## src/rtl/lrc_idle_timer.sv

```systemverilog
// Counts consecutive idle cycles inside a frame; expire_o_c fires on the
// cycle whose edge would bring the count up to TIMEOUT.
module lrc_idle_timer #(
    parameter int unsigned TIMEOUT = 255
) (
    input  logic clk,
    input  logic rst_n,
    input  logic clear_i,
    input  logic en_i,
    output logic expire_o_c
);

    localparam int unsigned CW = $clog2(TIMEOUT + 1);

    logic [CW-1:0] cnt_q;
    logic [CW-1:0] cnt_d;

    assign expire_o_c = en_i && !clear_i && (cnt_q == CW'(TIMEOUT - 1));

    always_comb begin
        cnt_d = cnt_q;
        if (clear_i || expire_o_c) begin
            cnt_d = '0;
        end else if (en_i) begin
            cnt_d = cnt_q + CW'(1);
        end
    end

    always_ff @(posedge clk or negedge rst_n) begin
        if (!rst_n) begin
            cnt_q <= '0;
        end else begin
            cnt_q <= cnt_d;
        end
    end

endmodule

```

## config.mk

```make
export PLATFORM = sky130hd
export DESIGN_NAME = lrc_idle_timer
export DESIGN_NICKNAME = d
export VERILOG_FILES = /design/src/rtl/lrc_idle_timer.sv
export SDC_FILE = /design/constraint.sdc
export NUM_CORES = 1
export LEC_CHECK = 0
export ABC_CLOCK_PERIOD_IN_PS = 1800
export CORE_AREA = 5 5 42 44
export CTS_BUF_LIST = sky130_fd_sc_hd__clkbuf_4 sky130_fd_sc_hd__clkbuf_8 sky130_fd_sc_hd__clkbuf_16
export CTS_CLUSTER_SIZE = 8
export DETAILED_ROUTE_END_ITERATION = 16
export DIE_AREA = 0 0 47 49
export PLACE_DENSITY_LB_ADDON = 0.3
export SLEW_MARGIN = 20
export SYNTH_ARGS = -nofsm -noshare
export SYNTH_HDL_FRONTEND = slang
export SYNTH_SLANG_ARGS = --single-unit
```

## constraint.sdc

```tcl
create_clock -name clk -period 1.8 [get_ports clk]
set_input_delay 0.36 -clock clk [delete_from_list [all_inputs] [get_ports clk]]
set_output_delay 0.36 -clock clk [all_outputs]
set_load 0.02 [all_outputs]
```

**After elaboration in Yosys (flattened, before gate mapping)**

Index checks and enable logic that the tools add are counted.

- Equal/unequal tests: 1
- Muxes and demuxes: 2
- Reductions and logical operators: 5
- Add/sub/neg operators: 1

Operators by type and width:

| kind | count |
|---|---|
| 8-bit two-way mux | 2 |
| 8-bit by 1-bit adder with 8-bit output, second input constant | 1 |
| 8-bit == test, second input constant | 1 |
| 1-bit logical AND | 2 |
| 2-bit nonzero test | 1 |
| 1-bit zero test | 1 |
| 1-bit logical OR | 1 |

- Word-level logic and storage cells: 10
- Output and inout bits: 1
- Flip-flop bits (word level): 8

**Depth between registers and ports, before layout**

- Word-level depth: 5
- Gate-level depth with buffers: 5

**Worst setup path before layout**

Ideal clock, no wire load.

- Kind: flip-flop to output port
- Start: register cnt_q[0]
- End: output expire_o_c
- Path buffers: 0
- Path slack: 0.164 ns
- Stages on the path, launching flop included: 5
- Data arrival time: 1.276 ns
- Path through: dfrtp_1 > inv_1 > ha_1 > nand4b_1 > nor3_1

- Word-level cells in the longest chain between the ends: 2

RTL lines:

| element | RTL line | RTL |
|---|---|---|
| start: declaration | 15 | `logic [CW-1:0] cnt_q;` |
| start signal: assignment | 33 | `cnt_q <= cnt_d;` |
| 8-bit == test | 18 | `assign expire_o_c = en_i && !clear_i && (cnt_q == CW'(TIMEOUT - 1));` |
| 1-bit logical AND | 18 |  |
| end: declaration | 10 | `output logic expire_o_c` |

No other way between the ends.

**Worst setup path in the final report**

- Start: input clear_i
- End: output expire_o_c

- Word-level cells in the longest chain between the ends: 3

RTL lines:

| element | RTL line | RTL |
|---|---|---|
| start: declaration | 8 | `input logic clear_i,` |
| 1-bit zero test | 18 |  |
| 1-bit logical AND (2 in series) | 18 |  |

No other way between the ends.

==> results.txt <==
status = finished clean
Yosys warnings = 0
clock network fraction of total power = 38.1%
drt wl/cell = 13.2 µm
largest net degree at the start of global routing = 9
synthesis-to-finish area growth = 33.1%
Setup Skew = 0.0113 ns
grt total ovfl = 0
final hold vios = 0
fillers = 161
clock buffer count from CTS = 3
simple-gate share of the synthesized area = 25.6%
HPWL Detailed = 744 µm
HP Class = input port to asynchronous set/reset pin
setup TNS = 0 ns
final period utilization = 92.0%
worst rel slew slack = 73.9%
measured slew at the worst slew-check pin = 0.391 ns
Syn Inst Count = 43
CP max FO = 2
fin. max-slew vios = 0
crit path DAT = 1.30 ns
P_leak = 0.280 nW
CTS tree = yes
xor/xnor share of the synthesized area = 7.87%
internal power = 0.000290 W
Synth Area in Adders = 5.62%
Syn Nets = 49
initial antenna violation count = 0
number of synthesized register bits = 8
standard-cell rows = 14
Die X-Extent = 47 µm
Mean Syn Cell Area = 10.4 µm²
Post-Syn Area = 445 µm²
Die ar. = 0.00230 mm²
Die Ht = 49 µm
GPL Wtd Cong = 0.675
max FFs per register = 8
Tot GR Track Use = 11.2%
Top Registers = cnt_q x8
Core Region = 0.00140 mm²
combinational power share = 13.0%
Psw = 0.000105 W
final core utilization = 42.3%
compound-gate portion of the synthesized area = 12.4%
initial drt markers = 1
n_diodes = 0
max_cap viols = 0
largest family of logic cells by synthesized area = simple AND/OR/NAND/NOR gates
vias = 377
post-synth cell types = 20
IO Pins = 5
Pwr Density = 666 mW/mm²
Worst-Skew Late Latency = 0.27 ns
Final min period = 1.66 ns
post-synthesis sequential area ratio = 44.9%
share of cells above drive strength 1 = 28.8%
Clock transition at path regs = 0.06 ns
fmax = 0.604 GHz
Sw Ratio = 26.6%
Final Instance Count excl. Fillers = 75
mux cell area share after synthesis = 0%
Crit Path Class = input port to primary output
vias in the first global route = 348
clock buffer depth = 2
unrepaired setup endpoints after global routing = false
Critical Path Sink Type = primary output
setup ws final = 0.144 ns
Biggest register = cnt_q
TritonCTS Sinks = 8
setup violators final = 0
Final ANT Viol Nets = 0
VDD IR max = 0.328 mV
CTS H-Tree Depth = 1
CP startpoint kind = input port
DR DRC count = 0
first-pass GRT wire length = 1640 µm
port buffer count = 4
drt pass-1 iters = 2
Via density = 5.03
Placement Setup Slack = -0.328 ns
Post-CTS Hold Buffers = 0
# nets final = 67
worst path required time = 1.44 ns
clock root buffer = clkbuf_4
DP Cell Count = 72
Initial Util = 31.8%
drt total wl = 993 µm
Seq pwr share = 48.9%
## per-stage QoR
stage | hold WS (ns) | area (µm²) | power (W)
after floorplan | 0.0644 | 445 | 0.000221
after global placement | 0.550 | 576 | 0.000247
after detailed placement | 0.563 | 576 | 0.000249
after CTS | 0.383 | 599 | 0.000404
after global routing | 0.387 | 593 | 0.000423
final | 0.368 | 593 | 0.000395
## placed cells by master (no fill, tap or decap), types with 2 or more instances in the layout
cell type        netlist  routed
dfrtp_1                8       8
or3_1                  3       3
nand4_1                2       2
nor2_1                 5       5
clkbuf_4               0       3
nand2_1                3       3
clkdlybuf4s50_1        0       3
ha_1                   2       2
buf_4                  0      10
a21oi_1                2       2
o21ai_0                2       2
xor2_1                 3       3
inv_1                  3       3
## path summary, 6_finish.rpt
kind	startpoint	to	slack, ns	depth (start not counted)
worst max register to register	cnt_q[0]$_DFFE_PN0P_	cnt_q[0]$_DFFE_PN0P_	0.36	6
worst max-delay path	clear_i	expire_o_c	0.14	4
worst min register to register	cnt_q[1]$_DFFE_PN0P_	cnt_q[1]$_DFFE_PN0P_	0.57	2
min in group clk	cnt_q[1]$_DFFE_PN0P_	cnt_q[1]$_DFFE_PN0P_	0.57	2
worst min-delay path	rst_n	cnt_q[7]$_DFFE_PN0P_	0.37	1
max in group asynchronous	rst_n	cnt_q[3]$_DFFE_PN0P_	1.15	1
## synth_stat cells (all sizes together)
master	count	area [µm²]
xnor2	1	8.76
o21ai	2	10.0
a31oi	1	6.26
xor2	3	26.3
ha	2	25.0
nand4b	1	8.76
o31ai	1	21.3
nand3	1	5.00
nand2	3	11.3
nand4	4	46.3
or3	3	18.8
dfrtp	8	200
inv	3	11.3
a21oi	2	10.0
a211oi	1	7.51
nor2	5	18.8
nor3	1	5.00
buf	1	5.00
## power by group through the flow
stage                     Clock [W]  Combinational [W]  Sequential (W)
after floorplan                   0          0.0000231        0.000198
after global placement            0          0.0000515        0.000195
after detailed placement          0          0.0000525        0.000196
after CTS                  0.000158          0.0000529        0.000193
after global routing       0.000170          0.0000584        0.000194
final                      0.000150          0.0000514        0.000193
## cell type report
| type | instances | area (µm²) | share of cell area (%) |
|---|---|---|---|
| sequential | 8 | 200 | 33.8 |
| inverter | 3 | 11.3 | 1.90 |
| multi-input combinational | 31 | 229 | 38.6 |
| timing repair buffer | 14 | 110 | 18.6 |
| clock buffer | 3 | 22.5 | 3.80 |
| tap | 16 | 20.0 | 3.38 |
## timing repair
action                                  4_1_cts  5_1_grt
endpoints found under the setup margin        1        1
setup buffers                                 0        0
gates resized for setup                       4        1
## cells by family (layout without fill, tap and decap cells)
kind of cell	Yosys count	count (layout)
xor+xnor	4	4
buf+inv	4	20
fa+ha+maj	2	2
compound gates	7	7
flops	8	8
simple gates	18	18
## critical path, stage by stage
cell and delay [ns]:
clkdlybuf4s50_1 0.42, nand4b_1 0.20, nor3_1 0.13, buf_2 0.19
## routing by layer
metal | share of wire (%) | vias up | GRT usage, %
li1 | - | 187 | -
met1 | 42 | 180 | 11.7
met2 | 50 | 4 | 15.8
met3 | 2.6 | 6 | 4.43
met4 | 5.1 | 0 | 11.1
met5 | 0 | - | 0
(Power assumes the default switching activity.)
